==> config.mk <==
export PLATFORM = sky130hd
export DESIGN_NAME = irq_priority_ctrl
export DESIGN_NICKNAME = d
export VERILOG_FILES = /design/src/rtl/irq_pkg.sv /design/src/rtl/irq_prio_enc.sv /design/src/rtl/irq_priority_ctrl.sv
export SDC_FILE = /design/constraint.sdc
export NUM_CORES = 1
export LEC_CHECK = 0
export BUFFER_PORTS_ARGS = -buffer_cell sky130_fd_sc_hd__buf_2
export CAP_MARGIN = 40
export CORE_MARGIN = 10
export CORE_UTILIZATION = 50
export DETAILED_ROUTE_END_ITERATION = 12
export GPL_ROUTABILITY_DRIVEN = 1
export GPL_TIMING_DRIVEN = 0
export PLACE_DENSITY = 0.88
export SKIP_LAST_GASP = 1
export SYNTH_ARGS = -nofsm -noshare
export SYNTH_HDL_FRONTEND = slang
export SYNTH_SLANG_ARGS = --single-unit
==> constraint.sdc <==
create_clock -name clk -period 1.9 [get_ports clk]
set_input_delay 0.095 -clock clk [delete_from_list [all_inputs] [get_ports clk]]
set_output_delay 0.095 -clock clk [all_outputs]
set_load 0.01 [all_outputs]
==> src/rtl/irq_pkg.sv <==
// Shared definitions for the interrupt priority controller.
//  - irq_state_t : request sequencing states (IDLE / REQ / SERVICE)
//  - CFG_*       : cfg_sel encodings for the configuration write port
//  - VEC_*       : default handler vector base and per-source byte stride
//  - vec_addr()  : handler address for a given source index
package irq_pkg;

    typedef enum logic [1:0] {
        ST_IDLE    = 2'd0,
        ST_REQ     = 2'd1,
        ST_SERVICE = 2'd2
    } irq_state_t;

    localparam logic [1:0] CFG_ENABLE = 2'd0;
    localparam logic [1:0] CFG_EDGE   = 2'd1;
    localparam logic [1:0] CFG_SWSET  = 2'd2;

    localparam logic [31:0] VEC_BASE_DEFAULT   = 32'h0000_0018;
    localparam int          VEC_STRIDE_DEFAULT = 4;

    // Full 32-bit product so the offset never wraps for legal source counts.
    function automatic logic [31:0] vec_addr(input logic [31:0] base,
                                             input logic [31:0] stride,
                                             input logic [3:0]  id);
        return base + ({28'd0, id} * stride);
    endfunction

endpackage

==> src/rtl/irq_prio_enc.sv <==
// Fixed-priority find-first-set encoder.
//  req  : request vector, bit 0 has the highest priority
//  idx  : index of the lowest set bit (0 when nothing is set)
//  vld  : at least one request bit is set
module irq_prio_enc #(
    parameter int N = 8
) (
    input  logic [N-1:0] req,
    output logic [3:0]   idx,
    output logic         vld
);

    // Scan from the top down so the lowest set index is the last one written.
    always_comb begin
        idx = 4'd0;
        vld = 1'b0;
        for (int i = N - 1; i >= 0; i--) begin
            if (req[i]) begin
                idx = 4'(i);
                vld = 1'b1;
            end
        end
    end

endmodule

==> src/rtl/irq_priority_ctrl.sv <==
// Interrupt controller for a single CPU IRQ line.
// Masks and latches N_SRC peripheral sources, selects the lowest-index eligible
// source, presents it to the CPU as EX_irq + INT_Vector, and tracks one
// in-service interrupt until end-of-interrupt. No nesting.
// Ports:
//  clk, Rst            clock, synchronous active-high reset
//  irq_src             raw source lines (synchronous to clk)
//  cfg_we/sel/wdata    config write: enable mask, edge-mode select, software set
//  irq_ack, irq_eoi    CPU acknowledge / handler end-of-interrupt pulses
//  EX_irq, INT_Vector  request and handler address to the CPU
//  irq_id              latched source index
//  in_service          high from ack until eoi
//  pending             current pending bits (readback)
module irq_priority_ctrl
    import irq_pkg::*;
#(
    parameter int          N_SRC      = 8,
    parameter logic [31:0] VEC_BASE   = VEC_BASE_DEFAULT,
    parameter int          VEC_STRIDE = VEC_STRIDE_DEFAULT
) (
    input  logic             clk,
    input  logic             Rst,
    input  logic [N_SRC-1:0] irq_src,
    input  logic             cfg_we,
    input  logic [1:0]       cfg_sel,
    input  logic [N_SRC-1:0] cfg_wdata,
    input  logic             irq_ack,
    input  logic             irq_eoi,
    output logic             EX_irq,
    output logic [31:0]      INT_Vector,
    output logic [3:0]       irq_id,
    output logic             in_service,
    output logic [N_SRC-1:0] pending
);

    irq_state_t       state;
    logic [N_SRC-1:0] enable;
    logic [N_SRC-1:0] edge_mode;
    logic [N_SRC-1:0] src_hist;
    logic [N_SRC-1:0] pend_edge;

    logic [N_SRC-1:0] edge_set;
    logic [N_SRC-1:0] sw_set;
    logic [N_SRC-1:0] ack_clr;
    logic [N_SRC-1:0] eligible;
    logic [3:0]       win_idx;
    logic             win_vld;
    logic             ack_fire;

    assign ack_fire = (state == ST_REQ) && irq_ack;

    // Edge bits come from the latched register; level bits follow the line live.
    assign pending  = (edge_mode & pend_edge) | (~edge_mode & irq_src);
    assign eligible = pending & enable;
    assign edge_set = irq_src & ~src_hist & edge_mode;
    assign sw_set   = (cfg_we && cfg_sel == CFG_SWSET) ? cfg_wdata : '0;

    always_comb begin
        ack_clr = '0;
        for (int i = 0; i < N_SRC; i++) begin
            ack_clr[i] = ack_fire && (irq_id == 4'(i));
        end
    end

    irq_prio_enc #(.N(N_SRC)) u_enc (
        .req (eligible),
        .idx (win_idx),
        .vld (win_vld)
    );

    // Configuration, edge history and latched pending. A new set in the same
    // cycle as an ack clear keeps the bit set.
    always_ff @(posedge clk) begin
        if (Rst) begin
            enable    <= '0;
            edge_mode <= '0;
            src_hist  <= '0;
            pend_edge <= '0;
        end else begin
            src_hist  <= irq_src;
            pend_edge <= (pend_edge & ~ack_clr) | edge_set | sw_set;
            if (cfg_we && cfg_sel == CFG_ENABLE) enable    <= cfg_wdata;
            if (cfg_we && cfg_sel == CFG_EDGE)   edge_mode <= cfg_wdata;
        end
    end

    // Request sequencing; all CPU-facing outputs are registered here.
    always_ff @(posedge clk) begin
        if (Rst) begin
            state      <= ST_IDLE;
            EX_irq     <= 1'b0;
            in_service <= 1'b0;
            irq_id     <= 4'd0;
            INT_Vector <= VEC_BASE;
        end else begin
            case (state)
                ST_IDLE: begin
                    if (win_vld) begin
                        state      <= ST_REQ;
                        EX_irq     <= 1'b1;
                        irq_id     <= win_idx;
                        INT_Vector <= vec_addr(VEC_BASE, 32'(VEC_STRIDE), win_idx);
                    end
                end
                ST_REQ: begin
                    // The latched request stays up until acked; eoi has no effect here.
                    if (irq_ack) begin
                        state      <= ST_SERVICE;
                        EX_irq     <= 1'b0;
                        in_service <= 1'b1;
                    end
                end
                ST_SERVICE: begin
                    if (irq_eoi) begin
                        state      <= ST_IDLE;
                        in_service <= 1'b0;
                    end
                end
                default: begin
                    state      <= ST_IDLE;
                    EX_irq     <= 1'b0;
                    in_service <= 1'b0;
                end
            endcase
        end
    end

endmodule

==> impl_results.md, run 1 <==
* Ports at 69
* Max-Cap Viols at 0
* Detail Route Antenna Nets at 0
* Hold Path Sink: src_hist[0]
* Fmax at 0.558 GHz
* RSZ-0062 raised after global routing: false
* Vias in the first global route at 1,794
* Cts-stage hold buffer count at 0
* Internal Pwr Total at 1.38 mW
* Worst path required time at 2.10 ns
* Gr usage total at 0.140
* Detailed Route WL at 5.26 mm
* Reg2reg end: INT_Vector[4]
* Status: finished, final reports clean
* Synth Area in Adders at 0.00589
* Vias/cell at 5.05
* Final number of setup-violating endpoints at 0
* N_diodes at 0
* First-pass GRT wire length at 8.39 mm
* Peak supply drop at 0.312 mV
* Skew final at 0.00680 ns
* Placed Area at 2480 sq um
* Die height at 85.2 um
* First drt pass iteration count at 4
* Final instance area at 2580 sq um
* CTS Root Cell: clkbuf_8
* Async SR Flop Fraction at 0
* Post-DP HPWL at 4.13 mm
* Predominant post-synthesis flop cell: dfxtp_1
* Leak pwr at 1.24 nW
* Worst Setup Start Kind: register
* Synth Area in Compound Gates at 0.180
* CP Capture Type: register
* Post-synth EDFFs at 0
* Reg-to-reg critical path startpoint: edge_mode[5]
* Largest family of logic cells by synthesized area: compound AO/OA/AOI/OAI gates
* Layout overhead on the synthesized area at 21.2%
* GPL Wtd Cong at 0.821
* Crit path DAT at 1.99 ns
* Slew Viols, Final at 0
* Critical Setup Path Class: register to register
* Worst-path clk slew at 0.08 ns
* DRC Markers at 0
* TritonCTS Sinks at 42
* Simple-gate area share of the yosys netlist at 0.148
* Seq pwr share at 0.503
* XOR/XNOR Fraction of Synth Area at 0
* Final nets at 321
* Sw Share at 0.275
* CP peak stage delay at 0.39 ns
* Die Area at 7260 sq um
* Commonest non-fill, non-tap cell in the layout: dfxtp_1
* Commonest non-fill, non-tap cells in the layout: dfxtp_1 (41), buf_2 (39), buf_4 (30), conb_1 (29), nor2_1 (25)
* Inserted Clock Buffers at 5
* Syn. warnings at 0
* Crit path max-delay family: compound AO/OA/AOI/OAI gates
* DR WL/cell at 15.1 um
* Cells after Synth at 224
* Clock buffer depth at 2
* Crit-path max FO at 4
* Hold Crit Depth at 2
* CP max-delay cell: mux2_2
* FF-to-FF setup slack at 0.11 ns
* TritonCTS clock tree: yes
* Min Hold Slack at 0.0324 ns
* CTS resizes at 0
* Post-synthesis mux area share at 0.129
* Starting Density at 0.524
* Synth Area per Inst at 9.49 sq um
* Mapped Area at 2130 sq um
* Final period util at 0.943
* Power Density at 738 nW/um^2
* NetSw at 0.522 mW
* Netlist cell types at 45
* Final hold violation count at 0
* Port Buffers at 38
* HP Start: irq_src[0]
* Final Critical Period at 1.79 ns
* Slew @ Worst Pin at 0.647 ns
* Register area share after synthesis at 0.396
* Worst Reg-to-Reg Cells at 7
* CP Buf/Inv Count at 0
* DR iter-0 viols at 57
* Hold crit path type: input port to register
* Post-CTS Setup Inserts at 0
* Core ar. at 4060 sq um
* FP Rows at 23
* CP Cell Sequence: mux2_2 -> a22o_1 -> o21ai_2 -> nand2_1 -> ha_1 -> nand3b_1 -> o31a_1
* Synth Register Bits at 42
* Levels on crit path at 7
* Post-route setup TNS at 0 ns
* Clock power share at 0.310
* Slew headroom at 0.568
* Initial antenna violation count at 0
* Insertion delay to the later sink of the worst-skew pair at 0.30 ns
* Combinational share of power at 0.187
* Layout cells sized above 1 at 0.329
* H-tree Lvls at 2
* Vias at 1,756
* Largest net degree at the start of global routing at 13
* Gr ovfl total at 0
* Die Width at 85.2 um
[state kept, by name (all words and copies together), names as in the netlist]
signal and cells:
enable 8, pend_edge 8, INT_Vector 3, EX_irq 1, in_service 1, irq_id 3
src_hist 8, edge_mode 8, state 2
[cells by family (layout without fill, tap and decap cells)]
family	Yosys count	count (layout)
simple gates	61	61
other cells	1	29
buf+inv	46	92
fa+ha+maj	1	1
mux	25	25
compound gates	48	48
flops	42	42
[final cells by class]
| type | count | area (sq um) |
|---|---|---|
| timing repair buffer | 38 | 190 |
| inverter | 7 | 26.3 |
| multi-input combinational | 164 | 1090 |
| buffer | 39 | 270 |
| tap | 50 | 62.6 |
| clock inverter | 1 | 5.00 |
| clock buffer | 7 | 86.3 |
| fill | 372 | 1480 |
| sequential | 42 | 842 |
[power groups by stage]
| stage | Clock, mW | Sequential (mW) | Combinational (mW) |
|---|---|---|---|
| after floorplan | 0 | 0.975 | 0.245 |
| after global placement | 0 | 0.973 | 0.338 |
| after detailed placement | 0 | 0.976 | 0.350 |
| after CTS | 0.604 | 0.956 | 0.352 |
| after global routing | 0.635 | 0.962 | 0.391 |
| final | 0.590 | 0.957 | 0.355 |
[cells in the mapped netlist, types with 2 or more instances]
cell | number | area (sq um)
a21oi_1 | 17 | 85.1
a22oi_4 | 3 | 63.8
a32oi_1 | 5 | 43.8
and2_1 | 2 | 12.5
buf_4 | 30 | 225
clkbuf_1 | 6 | 22.5
dfxtp_1 | 42 | 841
inv_1 | 7 | 26.3
mux2_2 | 4 | 45.0
mux2_4 | 4 | 60.1
mux2i_1 | 17 | 170
nand2_1 | 10 | 37.5
nand2b_1 | 3 | 18.8
nand3b_1 | 3 | 22.5
nor2_1 | 25 | 93.8
nor2b_1 | 8 | 50.1
o21ai_0 | 9 | 45.0
o31ai_1 | 2 | 15.0
[routing by layer]
| metal | share of wire | GRT usage | vias up |
|---|---|---|---|
| met4 | 0.014 | 0.0524 | 0 |
| li1 | - | - | 868 |
| met2 | 0.48 | 0.236 | 55 |
| met1 | 0.42 | 0.152 | 827 |
| met3 | 0.087 | 0.0621 | 6 |
| met5 | 0 | 0 | - |
[per-stage QoR]
step | setup slack (ns) | total power [mW] | instances | util
floorplan | 0.244 | 1.22 | 252 | -
global placement | 0.180 | 1.31 | 340 | 0.612
detailed placement | 0.122 | 1.33 | 340 | 0.612
CTS | 0.108 | 1.91 | 348 | 0.635
global route | 0.0102 | 1.99 | 348 | 0.635
finish | 0.109 | 1.90 | 348 | 0.635
[worst max-delay path by stage]
stage | start | endpoint | slack (ns)
3_3_place_gp | edge_mode[4] | INT_Vector[4] | 0.18
2_1_floorplan | edge_mode[4] | INT_Vector[4] | 0.24
3_5_place_dp | edge_mode[4] | INT_Vector[4] | 0.12
6_report | edge_mode[5] | INT_Vector[4] | 0.11
5_1_grt | edge_mode[5] | INT_Vector[4] | 0.01
4_1_cts | edge_mode[4] | INT_Vector[4] | 0.11
Power figures use the tool's default switching activity.
==> run 2, diff against run 1 <==
--- a/config.mk
+++ b/config.mk
@@ -5,6 +5,7 @@
 export SDC_FILE = /design/constraint.sdc
 export NUM_CORES = 1
 export LEC_CHECK = 0
+export ABC_AREA = 1
 export BUFFER_PORTS_ARGS = -buffer_cell sky130_fd_sc_hd__buf_2
 export CAP_MARGIN = 40
 export CORE_MARGIN = 10
@@ -13,6 +14,7 @@
 export GPL_ROUTABILITY_DRIVEN = 1
 export GPL_TIMING_DRIVEN = 0
 export PLACE_DENSITY = 0.88
+export RECOVER_POWER = 25
 export SKIP_LAST_GASP = 1
 export SYNTH_ARGS = -nofsm -noshare
 export SYNTH_HDL_FRONTEND = slang
==> run 2 against run 1 <==
  * Core utilization grew 0.27 points
  * Synthesized cell count grew 26%
  * Worst setup slack gained 0.18 ns
  * Final cell count grew 17%
  * Global-route usage grew 1.1 points
  * Count of clock-buffer cells in the layout is the same
  * First-iteration DRC count grew to 2.9 times the previous value
  * Highest routed layer unchanged
  * Flip-flop and latch count is the same
  * Critical path depth is the same
==> impl_results.md, run 2 <==
* Status: finished, final reports clean
* Async SR Flop Fraction at 0 (unchanged)
* Inserted Clock Buffers at 5 (unchanged)
* CTS Root Cell: clkbuf_8
* Core ar. at 4030 sq um (-0.71%)
* Slew @ Worst Pin at 0.615 ns (-0.0321 ns)
* Dpl cells at 399 (+17%)
* DRC Markers at 0 (unchanged)
* Seq pwr share at 0.469 (-0.034)
* Fin util at 0.638 (+0.00267)
* N_diodes at 0 (unchanged)
* Crit-path max FO at 5 (+1)
* Post-Layout Cell Count at 407 (+17%)
* Largest net degree at the start of global routing at 13 (unchanged)
* FP Rows at 23 (unchanged)
* Worst-path clk slew at 0.08 ns (about the same)
* Register area share after synthesis at 0.400 (+0.00424)
* Post-CTS Setup Inserts at 0 (unchanged)
* Worst path required time at 2.13 ns (+0.03 ns)
* CP Capture Type: register
* DR WL/cell at 12.9 um (-15%)
* TritonCTS Sinks at 42 (unchanged)
* Power Density at 826 nW/um^2 (+12%)
* Vias in the first global route at 1,980 (+10%)
* Syn. warnings at 0 (unchanged)
* Top cell type's share of synthesized area at 0.400 (+0.00424)
* Layout overhead on the synthesized area at 22.1%
* Predominant post-synthesis flop cell: dfxtp_1
* Final instance area at 2570 sq um (-0.29%)
* Die Area at 7200 sq um (-0.82%)
* RSZ-0062 raised after global routing: false
* Synth Register Bits at 42 (unchanged)
* Slew Viols, Final at 0 (unchanged)
* Final period util at 0.850 (-0.0930)
* Slew headroom at 0.588 (+0.0192)
* DR iter-0 viols at 165 (+190%)
* TritonCTS clock tree: yes
* Fmax at 0.620 GHz (+11%)
* Cts-stage hold buffer count at 0 (unchanged)
* Synth Area per Inst at 7.46 sq um (-21%)
* H-tree Lvls at 2 (unchanged)
* Detailed Route WL at 5.23 mm (-0.51%)
* Skew final at 0.00224 ns (-0.00456 ns)
* CP peak stage delay at 0.41 ns (+0.02 ns)
* Gr ovfl total at 0 (unchanged)
* First drt pass iteration count at 4 (unchanged)
* Post-synth EDFFs at 0 (unchanged)
* Die Width at 84.9 um (-0.41%)
* Vias/cell at 4.77 (-5.5%)
* CP Cell Sequence: nand2_1 -> o211ai_2 -> nand2_2 -> nor3_1 -> inv_1 -> ha_1 -> o21ai_0
* First-pass GRT wire length at 9.15 mm (+9.0%)
* Sw Share at 0.286 (+0.0112)
* NetSw at 0.606 mW (+16%)
* Synth cell count leaders: nor2_1 (46), nand2_1 (44), dfxtp_1 (42), buf_4 (30), inv_1 (29)
* Max-Cap Viols at 0 (unchanged)
* Internal Pwr Total at 1.51 mW (+9.8%)
* Combinational share of power at 0.205 (+0.018)
* Placed Area at 2470 sq um (-0.71%)
* Insertion delay to the later sink of the worst-skew pair at 0.30 ns (about the same)
* Final Critical Period at 1.61 ns (-0.177 ns)
* Netlist cell types at 31 (-31%)
* Port Buffers at 39 (+2.6%)
* Clock power share at 0.326 (+0.016)
* Top-count cell post-synth: nor2_1
* Leak pwr at 1.23 nW (-0.65%)
* Initial antenna violation count at 0 (unchanged)
* Commonest non-fill, non-tap cell in the layout: nor2_1
* Final number of setup-violating endpoints at 0 (unchanged)
* Cells after Synth at 282 (+26%)
* Detail Route Antenna Nets at 0 (unchanged)
* Commonest non-fill, non-tap cells in the layout: nor2_1 (46), nand2_1 (44), dfxtp_1 (42), buf_2 (37), buf_4 (30)
* Fillers at 395 (+6.2%)
* Ports at 69 (unchanged)
* Crit path DAT at 1.85 ns (-0.14 ns)
* Yosys top cell by area: dfxtp_1
* Mapped Area at 2100 sq um (-1.1%)
* Hold crit path type: input port to register
* Post-route setup TNS at 0 ns (unchanged)
* Gr usage total at 0.152 (+0.0115)
* Synth area leaders: dfxtp_1 (40%), buf_4 (11%), nor2_1 (8.2%), nand2_1 (7.9%), inv_1 (5.2%)
* Post-DP HPWL at 4.08 mm (-1.2%)
* GPL Wtd Cong at 0.844 (+2.8%)
* Critical Setup Path Class: register to register
* CTS resizes at 0 (unchanged)
* Final nets at 380 (+18%)
* Die height at 84.9 um (-0.41%)
* Peak supply drop at 0.414 mV (+33%)
* CP max-delay cell: dfxtp_1
* Vias at 1,940 (+10%)
* Clock buffer depth at 2 (unchanged)
* Final hold violation count at 0 (unchanged)
* Layout cells sized above 1 at 0.261 (-0.0684)
* Worst Setup Start Kind: register
* Starting Density at 0.522 (-0.00185)
[run 2: cell count changes after synthesis, moves of 8 or more]
cell	previous run	this run
o41ai_1	0	8
a31oi_1	0	8
nor2b_1	8	0
mux2i_1	17	0
inv_1	7	29
nor2_1	25	46
nand2_1	10	44
nand2_2	0	8
o21ai_0	9	19
[run 2: path summary, 6_finish.rpt]
kind                                   start            end  slack, ns  depth (start not counted)
worst max-delay path            edge_mode[2]  INT_Vector[4]       0.29                          7
worst min-delay path              irq_src[7]    src_hist[7]       0.03                          3
worst max register to register  edge_mode[2]  INT_Vector[4]       0.29                          7
worst min register to register        EX_irq         EX_irq       0.47                          2
[run 2: logic make-up after synthesis]
logic type,synth area share
buffers and inverters,0.175
and+or+nand+nor,0.230
adders and majority gates,0.00595
AOI/OAI and AO/OA,0.188
other,0.00178
DFF,0.400
[run 2: layout make-up]
cell class	instances	area (sq um)	area share
Buffer	34	240	0.0935
Clock buffer	7	76.3	0.0297
Clock inverter	1	30.0	0.0117
Inverter	33	126	0.0492
Multi-Input combinational cell	201	1000	0.389
Sequential cell	42	841	0.327
Tap cell	50	62.6	0.0244
Timing Repair Buffer	39	193	0.0750
[run 2: per-layer routing]
| metal | vias to the layer above | track usage | part of all wire |
|---|---|---|---|
| met3 | 7 | 0.0612 | 0.095 |
| met1 | 857 | 0.175 | 0.41 |
| met4 | 0 | 0.0494 | 0.012 |
| met2 | 66 | 0.251 | 0.48 |
| li1 | 1010 | - | - |
| met5 | - | 0 | 0 |
[run 2: worst max-delay path, delay by kind of cell (launching register included)]
| family | cells | cell delay [ns] |
|---|---|---|
| buffers and inverters | 1 | 0.09 |
| and+or+nand+nor | 3 | 0.52 |
| DFF | 1 | 0.41 |
| adders and majority gates | 1 | 0.29 |
| AOI/OAI and AO/OA | 2 | 0.24 |
[run 2: stage by stage]
step | hold slack [ns] | power [mW] | setup slack (ns)
detailed placement | 0.330 | 1.44 | 0.328
global route | 0.0426 | 2.25 | 0.0650
floorplan | 0.164 | 1.30 | 0.501
CTS | 0.0254 | 2.13 | 0.282
global placement | 0.324 | 1.43 | 0.362
finish | 0.0330 | 2.12 | 0.286
[run 2: power by group through the flow]
stage | Combinational (mW) | Clock, mW | Sequential, mW
floorplan | 0.288 | 0 | 1.02
global placement | 0.419 | 0 | 1.01
detailed placement | 0.429 | 0 | 1.02
CTS | 0.433 | 0.698 | 0.995
global route | 0.489 | 0.752 | 1.01
finish | 0.434 | 0.691 | 0.995
